### src/rtl/puf_vote_ctrl_if.sv
// Handshake/bus bundle for puf_vote_ctrl: host request, PUF drive/response and key handshake.
// The unstable signal exists only when PUF_VOTE_STABILITY_EN is defined.
interface puf_vote_ctrl_if;
    logic       start;
    logic [7:0] challenge;
    logic       busy;
    logic       puf_reset;
    logic       puf_enable;
    logic [7:0] puf_challenge;
    logic [7:0] puf_response;
    logic       puf_done;
    logic [7:0] key;
    logic       key_valid;
    logic       key_ready;
    logic       timeout_err;
`ifdef PUF_VOTE_STABILITY_EN
    logic [7:0] unstable;
`endif

    modport slave (
`ifdef PUF_VOTE_STABILITY_EN
        output unstable,
`endif
        input  start, challenge, puf_response, puf_done, key_ready,
        output busy, puf_reset, puf_enable, puf_challenge, key, key_valid, timeout_err
    );

    modport master (
`ifdef PUF_VOTE_STABILITY_EN
        input  unstable,
`endif
        output start, challenge, puf_response, puf_done, key_ready,
        input  busy, puf_reset, puf_enable, puf_challenge, key, key_valid, timeout_err
    );
endinterface

### src/rtl/puf_vote_ctrl.sv
// Majority-vote key extraction over REPEATS PUF evaluations with per-wait timeout.
// Define PUF_VOTE_STABILITY_EN to build per-bit stability reporting (bus.unstable).
module puf_vote_ctrl #(
    parameter int unsigned REPEATS = 5,
    parameter int unsigned TIMEOUT = 1000
) (
    input logic            clk,
    input logic            reset_n,
    puf_vote_ctrl_if.slave bus
);
    typedef enum logic [2:0] {
        S_IDLE, S_PRST, S_ARM, S_CAPT, S_REL, S_DECIDE, S_OUT
    } state_e;

    localparam logic [3:0]  REPS      = 4'(REPEATS);
    localparam logic [3:0]  HALF      = 4'(REPEATS / 2);
    localparam logic [15:0] WAIT_LAST = 16'(TIMEOUT - 1);

    state_e      state_q, state_d;
    logic [7:0]  chal_q, chal_d;
    logic [7:0]  key_q, key_d;
    logic [3:0]  votes_q [8];
    logic [3:0]  votes_d [8];
    logic [3:0]  samp_q, samp_d;
    logic [15:0] wait_q, wait_d;
    logic        err_q, err_d;
    logic [1:0]  sync_q;
    logic        done_s;
`ifdef PUF_VOTE_STABILITY_EN
    logic [7:0]  unst_q, unst_d;
`endif

    assign done_s = sync_q[1];

    // NOTE: state uses non-blocking assignments so every flop samples pre-edge values.
    always_ff @(posedge clk or negedge reset_n) begin
        if (!reset_n) begin
            state_q <= S_IDLE;
            chal_q  <= '0;
            key_q   <= '0;
            samp_q  <= '0;
            wait_q  <= '0;
            err_q   <= 1'b0;
            sync_q  <= '0;
            // NOTE: the vote counters are reset so an aborted run leaves no residue.
            for (int i = 0; i < 8; i++) votes_q[i] <= '0;
`ifdef PUF_VOTE_STABILITY_EN
            unst_q  <= '0;
`endif
        end else begin
            state_q <= state_d;
            chal_q  <= chal_d;
            key_q   <= key_d;
            samp_q  <= samp_d;
            wait_q  <= wait_d;
            err_q   <= err_d;
            sync_q  <= {sync_q[0], bus.puf_done};
            votes_q <= votes_d;
`ifdef PUF_VOTE_STABILITY_EN
            unst_q  <= unst_d;
`endif
        end
    end

    // NOTE: every next-state signal takes its hold value first, so no latches form.
    always_comb begin
        state_d = state_q;
        chal_d  = chal_q;
        key_d   = key_q;
        samp_d  = samp_q;
        wait_d  = wait_q;
        err_d   = err_q;
        votes_d = votes_q;
`ifdef PUF_VOTE_STABILITY_EN
        unst_d  = unst_q;
`endif
        unique case (state_q)
            S_IDLE: if (bus.start) begin
                chal_d  = bus.challenge;
                samp_d  = '0;
                wait_d  = '0;
                err_d   = 1'b0;
                for (int i = 0; i < 8; i++) votes_d[i] = '0;
                state_d = S_PRST;
            end
            // wait_q doubles as the two-cycle PUF reset timer
            S_PRST: if (wait_q[0]) begin
                wait_d  = '0;
                state_d = S_ARM;
            end else begin
                wait_d  = wait_q + 16'd1;
            end
            S_ARM: if (done_s) begin
                state_d = S_CAPT;
            end else if (wait_q == WAIT_LAST) begin
                err_d   = 1'b1;
                state_d = S_IDLE;
            end else begin
                wait_d  = wait_q + 16'd1;
            end
            S_CAPT: begin
                for (int i = 0; i < 8; i++)
                    votes_d[i] = votes_q[i] + {3'b000, bus.puf_response[i]};
                samp_d  = samp_q + 4'd1;
                wait_d  = '0;
                state_d = S_REL;
            end
            S_REL: if (!done_s) begin
                wait_d  = '0;
                state_d = (samp_q < REPS) ? S_PRST : S_DECIDE;
            end else if (wait_q == WAIT_LAST) begin
                err_d   = 1'b1;
                state_d = S_IDLE;
            end else begin
                wait_d  = wait_q + 16'd1;
            end
            S_DECIDE: begin
                for (int i = 0; i < 8; i++) begin
                    key_d[i] = (votes_q[i] > HALF);
`ifdef PUF_VOTE_STABILITY_EN
                    unst_d[i] = (votes_q[i] != 4'd0) && (votes_q[i] != REPS);
`endif
                end
                state_d = S_OUT;
            end
            S_OUT: if (bus.key_ready) state_d = S_IDLE;
            default: state_d = S_IDLE;
        endcase
    end

    // PUF drive decodes straight from the async-reset state, so enable drops the moment reset asserts
    assign bus.busy          = (state_q != S_IDLE);
    assign bus.puf_reset     = (state_q == S_PRST);
    assign bus.puf_enable    = (state_q == S_ARM) || (state_q == S_CAPT);
    assign bus.puf_challenge = chal_q;
    assign bus.key           = key_q;
    assign bus.key_valid     = (state_q == S_OUT);
    assign bus.timeout_err   = err_q;
`ifdef PUF_VOTE_STABILITY_EN
    assign bus.unstable      = unst_q;
`endif
endmodule
### src/flat_wrapper.sv
// flat-port wrapper written by rule: the top's interface ports become plain ports
module puf_vote_ctrl_flat 
#(
    parameter int unsigned REPEATS = 5,
    parameter int unsigned TIMEOUT = 1000
)
  (clk, reset_n, bus_start, bus_challenge, bus_puf_response, bus_puf_done, bus_key_ready, bus_busy, bus_puf_reset, bus_puf_enable, bus_puf_challenge, bus_key, bus_key_valid, bus_timeout_err);
  puf_vote_ctrl_if bus_i ();
  input logic clk;
  input logic reset_n;
  input wire logic [$bits(bus_i.start)-1:0] bus_start;
  input wire logic [$bits(bus_i.challenge)-1:0] bus_challenge;
  input wire logic [$bits(bus_i.puf_response)-1:0] bus_puf_response;
  input wire logic [$bits(bus_i.puf_done)-1:0] bus_puf_done;
  input wire logic [$bits(bus_i.key_ready)-1:0] bus_key_ready;
  output wire logic [$bits(bus_i.busy)-1:0] bus_busy;
  output wire logic [$bits(bus_i.puf_reset)-1:0] bus_puf_reset;
  output wire logic [$bits(bus_i.puf_enable)-1:0] bus_puf_enable;
  output wire logic [$bits(bus_i.puf_challenge)-1:0] bus_puf_challenge;
  output wire logic [$bits(bus_i.key)-1:0] bus_key;
  output wire logic [$bits(bus_i.key_valid)-1:0] bus_key_valid;
  output wire logic [$bits(bus_i.timeout_err)-1:0] bus_timeout_err;
  assign bus_i.start = bus_start;
  assign bus_i.challenge = bus_challenge;
  assign bus_i.puf_response = bus_puf_response;
  assign bus_i.puf_done = bus_puf_done;
  assign bus_i.key_ready = bus_key_ready;
  assign bus_busy = bus_i.busy;
  assign bus_puf_reset = bus_i.puf_reset;
  assign bus_puf_enable = bus_i.puf_enable;
  assign bus_puf_challenge = bus_i.puf_challenge;
  assign bus_key = bus_i.key;
  assign bus_key_valid = bus_i.key_valid;
  assign bus_timeout_err = bus_i.timeout_err;
  puf_vote_ctrl #(.REPEATS(REPEATS), .TIMEOUT(TIMEOUT)) u_core (.clk(clk), .reset_n(reset_n), .bus(bus_i));
endmodule
### config.mk
export PLATFORM = sky130hd
export DESIGN_NAME = puf_vote_ctrl_flat
export DESIGN_NICKNAME = d
export VERILOG_FILES = /design/src/rtl/puf_vote_ctrl_if.sv /design/src/rtl/puf_vote_ctrl.sv /design/src/flat_wrapper.sv
export SDC_FILE = /design/constraint.sdc
export NUM_CORES = 1
export LEC_CHECK = 0
export ABC_AREA = 1
export CORE_AREA = 3 3 113 115
export CTS_CLUSTER_DIAMETER = 50
export DETAILED_ROUTE_END_ITERATION = 8
export DIE_AREA = 0 0 116 118
export PLACE_DENSITY_LB_ADDON = 0.1
export SYNTH_ARGS = -nofsm -noshare
export SYNTH_HDL_FRONTEND = slang
export SYNTH_SLANG_ARGS = --single-unit
### constraint.sdc
create_clock -name clk -period 1.22 [get_ports clk]
set_input_delay 0.244 -clock clk [delete_from_list [all_inputs] [get_ports clk]]
set_output_delay 0.244 -clock clk [all_outputs]
set_load 0.01 [all_outputs]
Word level (Yosys, flattened, before mapping)
Cells that the tools add are included.

Add/subtract/negate cells: 10. $lt $le $gt $ge: 9. Equal/unequal tests: 12. Muxes and demuxes: 23. Reduce and logical (&&, ||, !) cells: 11.

Operator list (count): two-way mux 16 bit (5); case mux 16 bit (5 select lines) (1); case mux 32 bit (2 select lines) (1); adder 4 x 1 -> 4 bit (8); greater-than comparator 4 x 2 -> 1 bit, second input constant (8); two-way mux 32 bit (1); two-way mux 3 bit (7); case mux 3 bit (7 select lines) (1); adder 16 x 1 -> 16 bit, second input constant (1); == test 16 x 10 -> 1 bit, second input constant (1); == test 3 bit, second input constant (3); case mux 4 bit (2 select lines) (1); == test 3 x 2 -> 1 bit, second input constant (2); != test 2 bit, second input constant (3); AND reduction 3 bit (2); nonzero test 3 bit (2); nonzero test 5 bit (1); adder 4 x 1 -> 4 bit, second input constant (1); less-than comparator 4 x 3 -> 1 bit, second input constant (1); two-way mux 1 bit (4); two-way mux 4 bit (1); != test 2 x 1 -> 1 bit, second input constant (2); AND reduction 2 bit (2); AND reduction 4 bit (1); other kinds (5) (5).

Bits in registers: 74. Bits of input ports: 21. Output and inout bits: 21. Logic and storage cells: 80.

Logic depth before layout (Yosys ltp)
Depth in word-level cells: 4. Gate-level depth with buffers: 11. Mapped depth without buffers: 10.

Worst setup path before layout
No wires, ideal clock.

Path kind: reg-to-reg. From: register u_core.state_q[0]. To: register u_core.samp_q[3]. Setup time: 134 ps. Data arrival time: 1214 ps. Data required time: 1086 ps. Path slack: -128 ps. Cell stages (with the launch flop): 10. Buffers on the path: 1. Clock period less this slack: 1348 ps. Cell sequence: dfrtp_1 -> inv_1 -> nand2_2 -> nor2_4 -> nand2_4 -> nand2_2 -> inv_2 -> buf_4 -> nand2_1 -> o21ai_0.

Word-level cells in the longest chain between the ends: 3. Elaborated cells on any way between the ends: 6. Those cells by class: eq/ne: 2; mux: 1; reduce/logical: 3.

Ends and longest elaborated chain: start, declared (RTL line puf_vote_ctrl.sv:19) `state_e state_q, state_d;`; start signal, assigned (RTL line puf_vote_ctrl.sv:51) `state_q <= state_d;`; == test 3 x 2 -> 1 bit / logical NOT 3 bit (equally long branches) (RTL line puf_vote_ctrl.sv:77) `unique case (state_q)`; nonzero test 2 bit (no line) / != test 2 bit (equally long branches); AND reduction 2 bit (no line); end signal, assigned (RTL line puf_vote_ctrl.sv:54) `samp_q <= samp_d;`; end, declared (RTL line puf_vote_ctrl.sv:24) `logic [3:0] samp_q, samp_d;`.

Parallel ways exist; a longest one is shown, timed or not. A chain may end at the register's enable or synchronous reset.

Worst setup path after layout
From: register u_core.state_q[0]. To: register u_core.wait_q[4].

Word-level cells in the longest chain between the ends: 3. Elaborated cells on any way between the ends: 10. Those cells by class: eq/ne: 6; mux: 1; reduce/logical: 3.

Ends and longest elaborated chain: == test 3 x 1 -> 1 bit, or another cell as far along (RTL line puf_vote_ctrl.sv:77); nonzero test 5 bit (no line) / != test 2 bit (equally long branches); AND reduction 3 bit (no line); end signal, assigned (RTL line puf_vote_ctrl.sv:55) `wait_q <= wait_d;`; end, declared (RTL line puf_vote_ctrl.sv:25) `logic [15:0] wait_q, wait_d;`.

Parallel ways exist; a longest one is shown, timed or not.

==> flow_summary.json <==
{
  "grt_pass1_wl_mm": 18.3,
  "crit_buf_inv": 3,
  "syn2layout_area_growth_pct": 51.6,
  "die_height_um": 118,
  "io_pins": 42,
  "crit_family": "simple AND/OR/NAND/NOR gates",
  "power.density_nw_per_um2": 1950,
  "cts_tree": "yes",
  "ys_seq_area_frac": 0.451,
  "hold_viol": 0,
  "path_max_fanout": 6,
  "status": "complete, but fails checks",
  "crit_chain": "buf_6 -> nor2_4 -> nand3_2 -> buf_6 -> nand3_4 -> nor2_4 -> nand2_1 -> nand2_1 -> nand2_1 -> inv_1",
  "final.fill_count": 1111,
  "vdd_drop_max_mv": 0.979,
  "drive_above_1_share": 0.387,
  "track_usage": 0.166,
  "failed_checks": "setup timing",
  "finalCoreUtilization": 0.522,
  "die_area_sq_um": 13700,
  "cts_root_buffer": "clkbuf_16",
  "core_sq_um": 11900,
  "cts_max_level": 3,
  "routed-via-count": 3606,
  "dpl_cell_area_sq_um": 5300,
  "worstSetupPathType": "flop to flop",
  "fin_nets": 656,
  "start_util": 0.344,
  "drc_errors": 0,
  "fin_skew_ns": 0.00756,
  "syn-mean-instance-area_sq_um": 8.53,
  "setup_viol": 76,
  "syn_area_sq_um": 4100,
  "cts_buffer_depth": 2,
  "p_seq_frac": 0.267,
  "endpoint_kind": "flop",
  "yosysTopAreaCellShare": 0.451,
  "sw_frac_of_total": 0.375,
  "cts.sinks": 74,
  "max_slew_margin": 0.760,
  "clock_power_share": 0.228,
  "die_w_um": 116,
  "synth_cell_types": 35,
  "avgViaCountPerCell": 4.70,
  "ys_warn_count": 0,
  "cts_buffers": 9,
  "portBuffers": 41,
  "routabilityCongestion": 0.865,
  "hp-class": "primary input to flop",
  "antenna_found_initial": 0,
  "p_total_mw": 12.1,
  "synth_cells": 481,
  "stdcell_area_sq_um": 6220,
  "netlist_top_cells_area": "dfrtp_1, nand2_1, ha_1, inv_1, mux2_2",
  "grt_pass1_vias": 3793,
  "rsz0062_at_grt": "yes",
  "crit_slowest_cell": "dfrtp_2",
  "worst_setup_path_start_kind": "flop",
  "p_comb_frac": 0.506,
  "cpMostUsedCell": "nand2_1",
  "clock_latency_ns": 0.34,
  "holdWs_ns": 0.354,
  "yosys.area.top_type": "dfrtp_1",
  "max_freq_ghz": 0.678,
  "drv_cap": 0,
  "drt_wl_total_mm": 10.3,
  "synth_seq_cells": 74,
  "fp-row-count": 40,
  "crit_arrival_ns": 1.71,
  "drt_pass1_iterations": 4,
  "finalCritPeriodShare": 1.21,
  "cpPeakStageDelay_ns": 0.44,
  "required_ns": 1.45,
  "ant_nets": 0,
  "power_leakage_nw": 3.03,
  "n_antenna_cell": 0,
  "hpwl_mm": 7.43,
  "drt-initial-drc-count": 111,
  "finalMaxSlewViolations": 0,
  "grt_max_degree": 29,
  "clkTransAtPathRegs_ns": 0.06,
  "grt_overflow": 0,
  "period_minus_slack_ns": 1.47,
  "switching_power_mw": 4.54,
  "syn_nets": 522,
  "p_int_mw": 7.57,
  "avgRoutedWirePerCell_um": 13.4,
  "worst_slack_ns": -0.254,
  "tightestPinTransition_ns": 0.360
}
power groups by stage:
stage                     Combinational [mW]  Clock, mW  Sequential [mW]
after global routing                    6.71       2.91             3.29
after CTS                               6.06       2.81             3.23
after floorplan                         2.37          0             3.30
after detailed placement                4.46          0             3.26
after global placement                  4.40          0             3.23
final                                   6.12       2.76             3.23
cells in the mapped netlist:
cell type,instances
nand3_1,33
buf_4,2
dfrtp_1,74
nand2_2,6
buf_8,1
o211a_1,1
nor2_2,5
o21ai_0,35
nand4_2,1
nor2_1,39
o211ai_1,2
a21o_1,1
buf_6,1
nor3_1,3
o21ai_2,1
clkbuf_1,1
nand4_1,5
xnor2_1,9
nand2_4,3
inv_1,58
buf_2,4
mux2_2,16
inv_4,1
nand3_2,5
xor2_1,10
nand3_4,1
a21oi_1,4
nor2_4,4
a21boi_0,1
o21ai_1,6
ha_1,20
inv_2,4
nand3b_1,3
nand2_1,116
o22ai_1,5
layout by cell type, fill, tap and decap left out, types with 3 or more instances in the layout:
| master | count |
|---|---|
| clkdlybuf4s50_1 | 19 |
| xnor2_1 | 9 |
| a21oi_2 | 3 |
| buf_12 | 10 |
| clkbuf_2 | 9 |
| dfrtp_1 | 70 |
| o21ai_2 | 18 |
| nand3_2 | 15 |
| buf_4 | 59 |
| nand2_2 | 12 |
| ha_1 | 19 |
| xor2_1 | 10 |
| nand4_1 | 5 |
| nand3_4 | 3 |
| inv_1 | 54 |
| nor2_4 | 13 |
| o21ai_1 | 17 |
| mux2_2 | 16 |
| inv_2 | 5 |
| nand2_8 | 3 |
| nor3_1 | 3 |
| o21ai_0 | 6 |
| nor2_1 | 27 |
| nand3b_1 | 3 |
| clkdlybuf4s15_1 | 8 |
| nand2_4 | 8 |
| nor2_2 | 8 |
| nand3_1 | 21 |
| o22ai_2 | 4 |
| buf_6 | 20 |
| nand2_1 | 103 |
| dfrtp_2 | 4 |
| clkbuf_16 | 9 |
routing by layer:
layer	up-vias	share of wire	routed length [um]	global-route usage
li1	1823	-	-	-
met1	1706	0.47	4870	0.229
met2	62	0.48	4930	0.261
met3	15	0.032	333	0.0267
met4	0	0.017	171	0.0638
met5	-	0	0	0
metrics by stage:
stage | instances | TNS [ns] | worst slack (ns)
3_3_place_gp | 732 | -20.22 | -0.397
4_1_cts | 764 | -14.91 | -0.271
5_1_grt | 767 | -20.41 | -0.360
3_5_place_dp | 732 | -20.21 | -0.438
6_report | 767 | -14.67 | -0.254
2_1_floorplan | 481 | -4.35 | -0.0977
worst register-to-register path: stages, from the launching register on:
cell	delay (ns)
dfrtp_2	0.44
buf_6	0.14
nor2_4	0.14
nand3_2	0.13
buf_6	0.14
nand3_4	0.13
nor2_4	0.08
nand2_1	0.06
nand2_1	0.05
nand2_1	0.05
inv_1	0.04
cell families after synthesis:
| group | Yosys count | synth area share |
|---|---|---|
| AND/OR/NAND/NOR | 224 | 0.254 |
| flip-flops | 74 | 0.451 |
| buffers and inverters | 72 | 0.0741 |
| AO/OA/AOI/OAI | 56 | 0.0744 |
| adder cells (fa/ha/maj) | 20 | 0.0610 |
| XOR/XNOR | 19 | 0.0406 |
| multiplexers | 16 | 0.0439 |
path summary, 6_finish.rpt:
kind | startpoint | to | slack [ns] | cells after the start
min in group asynchronous | reset_n | u_core.bus.key[4]$_DFFE_PN0P_ | 0.41 | 2
worst max-delay path | u_core.state_q[0]$_DFFE_PN0P_ | u_core.wait_q[4]$_DFFE_PN0P_ | -0.25 | 10
worst max register to register | u_core.state_q[0]$_DFFE_PN0P_ | u_core.wait_q[4]$_DFFE_PN0P_ | -0.25 | 10
worst min register to register | u_core.sync_q[0]$_DFF_PN0_ | u_core.sync_q[1]$_DFF_PN0_ | 0.36 | 0
worst min-delay path | bus_puf_done | u_core.sync_q[0]$_DFF_PN0_ | 0.35 | 1
max in group asynchronous | reset_n | u_core.state_q[0]$_DFFE_PN0P_ | 0.32 | 3
state kept, by name (all words and copies together) (netlist names):
register                  count
u_core.bus.key                8
u_core.bus.puf_challenge      8
u_core.bus.timeout_err        1
u_core.samp_q                 4
u_core.state_q                3
u_core.sync_q                 2
u_core.votes_q               32
u_core.wait_q                16
timing repair:
item	CTS	global route
gates cloned	3	0
hold endpoints to repair	21	0
setup buffers	13	5
endpoints found under the setup margin	93	85
hold buffers	1	0
resized for setup	162	38
pin swaps	28	11
final cells by class:
| type | instances | area (sq um) | area share |
|---|---|---|---|
| multi-input cells | 336 | 2350 | 0.378 |
| flip-flops and latches | 74 | 1860 | 0.299 |
| repair buffers | 130 | 1260 | 0.202 |
| inverters | 63 | 254 | 0.0409 |
| clock buffers | 10 | 239 | 0.0384 |
| well taps | 147 | 184 | 0.0296 |
| clock inverters | 6 | 65.1 | 0.0105 |
| repair inverters | 1 | 11.3 | 0.00181 |
Note: power is estimated with default switching activity, not from simulation.
==> variant (same flow settings) <==
Re-encode `state_e` (7 states) as one-hot, 7 bits wide.
--- a/src/rtl/puf_vote_ctrl.sv
+++ b/src/rtl/puf_vote_ctrl.sv
@@ -8,8 +8,8 @@
     input logic            reset_n,
     puf_vote_ctrl_if.slave bus
 );
-    typedef enum logic [2:0] {
-        S_IDLE, S_PRST, S_ARM, S_CAPT, S_REL, S_DECIDE, S_OUT
+    typedef enum logic [6:0] {
+        S_IDLE = 7'b0000001, S_PRST = 7'b0000010, S_ARM = 7'b0000100, S_CAPT = 7'b0001000, S_REL = 7'b0010000, S_DECIDE = 7'b0100000, S_OUT = 7'b1000000
     } state_e;
 
     localparam logic [3:0]  REPS      = 4'(REPEATS);
Function: no difference found for any inputs over 10 cycles, from zero or initial values and one cycle with reset_n low; not proved beyond that.
==> variant against the original RTL <==
- the flow still finishes with violations (setup timing)
- synthesized cell count rose by 15%
- utilization increased by 5.0 points
- sequential share of layout area shrank 1.2 points
- die area unchanged
- final area is 9.5% higher
- area after synthesis is 7.6% higher
- sequential cell count increased by 4
- routed wire length up 22%
- register-to-register slack got worse by 0.27 ns
- final cell count increased by 13%
- worst setup slack worse by 0.27 ns
- total power shrank 11%
- largest cell class unchanged
- highest routed layer unchanged
==> variant: results (changes against the original RTL) <==
.. list-table::
   :header-rows: 1

   * - Metric
     - Value
   * - Run status
     - complete, but fails checks (unchanged)
   * - Violations in the final reports
     - setup timing (unchanged)
   * - Complex-gate fraction of the synthesized area
     - 0.09694 (was 0.07444)
   * - Leak Pwr
     - 3.404 nW (was 3.030 nW)
   * - Highest cell delay on the worst timing path
     - 0.38 ns (was 0.44 ns)
   * - Nets in the synthesized netlist
     - 594 (was 522)
   * - Critical path arrival
     - 1.50 ns (was 1.71 ns)
   * - R2R Setup Slk
     - -0.52 ns (was -0.25 ns)
   * - DP Worst Slack
     - -0.4873 ns (was -0.4384 ns)
   * - Fillers
     - 1068 (was 1111)
   * - Post-synthesis mux area share
     - 0.02041 (was 0.04393)
   * - FF-to-FF Start
     - u_core.state_q[0]$_DFFE_PN1P_ (was u_core.state_q[0]$_DFFE_PN0P_)
   * - Number of distinct library cells after synthesis
     - 34 (was 35)
   * - Final HPWL from detailed placement
     - 8523 um (was 7433 um)
   * - Aggregate negative setup slack
     - -30.98 ns (was -14.67 ns)
   * - Multi-input combinational gate total
     - 391 (was 336)
   * - Inverters
     - 76 (was 64)
   * - Clock buffers and inverters, area share
     - 0.04723 (was 0.04890)
   * - Top area cells in the synthesized netlist
     - sky130_fd_sc_hd__dfrtp_1 44%, sky130_fd_sc_hd__nand2_1 12%, sky130_fd_sc_hd__inv_1 5.7% (was sky130_fd_sc_hd__dfrtp_1 45%, sky130_fd_sc_hd__nand2_1 11%, sky130_fd_sc_hd__ha_1 6.1%)
   * - Max-Slew Margin vs Limit
     - 0.7158 (was 0.7600)
   * - Maximum fanout count along the critical path
     - 4 (was 6)
   * - Cell count after synthesis
     - 553 (was 481)
   * - Worst vdd ir
     - 0.0008578 V (was 0.0009786 V)
   * - XOR/XNOR share of the synthesized area
     - 0.02381 (was 0.04057)
   * - Final setup violation count
     - 80 (was 76)
   * - Most numerous cell types in the synthesized netlist
     - 143 x sky130_fd_sc_hd__nand2_1, 77 x sky130_fd_sc_hd__dfrtp_1, 67 x sky130_fd_sc_hd__inv_1 (was 116 x sky130_fd_sc_hd__nand2_1, 74 x sky130_fd_sc_hd__dfrtp_1, 58 x sky130_fd_sc_hd__inv_1)
   * - Cell at the slowest stage of the critical path
     - sky130_fd_sc_hd__dfrtp_1 (was sky130_fd_sc_hd__dfrtp_2)
   * - Vias in the first global route
     - 4266 (was 3793)
   * - Worst hold path class
     - register to register (was input port to register)
   * - Setup Skew
     - 0.008932 ns (was 0.007562 ns)
   * - #FFs+latches synth
     - 78 (was 74)
   * - Share of final layout cell area taken by non-clock buffers
     - 0.2102 (was 0.2021)
   * - Sequential area share after synthesis
     - 0.4425 (was 0.4515)
   * - Area of combinational cells with multiple inputs
     - 2618 um2 (was 2351 um2)
   * - WHS
     - 0.3548 ns (was 0.3536 ns)
   * - Layout net count
     - 754 (was 656)
   * - Worst min-delay path endpoint
     - u_core.sync_q[1]$_DFF_PN0_ (was u_core.sync_q[0]$_DFF_PN0_)
   * - Min setup slack post-route
     - -0.5282 ns (was -0.2544 ns)
   * - Routed vias/inst
     - 4.940 (was 4.701)
==> variant: cell count changes in the layout (fill, tap and decap cells not counted), sizes merged, moves of 7 or more <==
cell,delta
nand3,+10
mux2,-8
buf,+26
nand2,+28
xnor2,-7
inv,+10
a21oi,+14
==> variant: report_power, final <==
group | internal, mW | switching, mW | leakage [nW]
clock | 1.84 | 1.10 | 0.159
combinational | 2.23 | 2.56 | 2.18
sequential | 2.83 | 0.167 | 1.06
==> variant: per-layer routing <==
metal / vias to the layer above / share of wire / track usage
li1: 2126 / - / -
met1: 2052 / 0.47 / 0.2633
met2: 70 / 0.48 / 0.3011
met3: 20 / 0.029 / 0.02931
met4: 0 / 0.021 / 0.07034
met5: - / 0 / 0
==> variant: repair_timing <==
action	CTS	global route
resized for setup	108	125
gates cloned	3	1
setup endpoints to repair	97	91
setup buffers	15	4
pin swaps	9	19
hold endpoints to repair	22	0
hold buffers	1	0
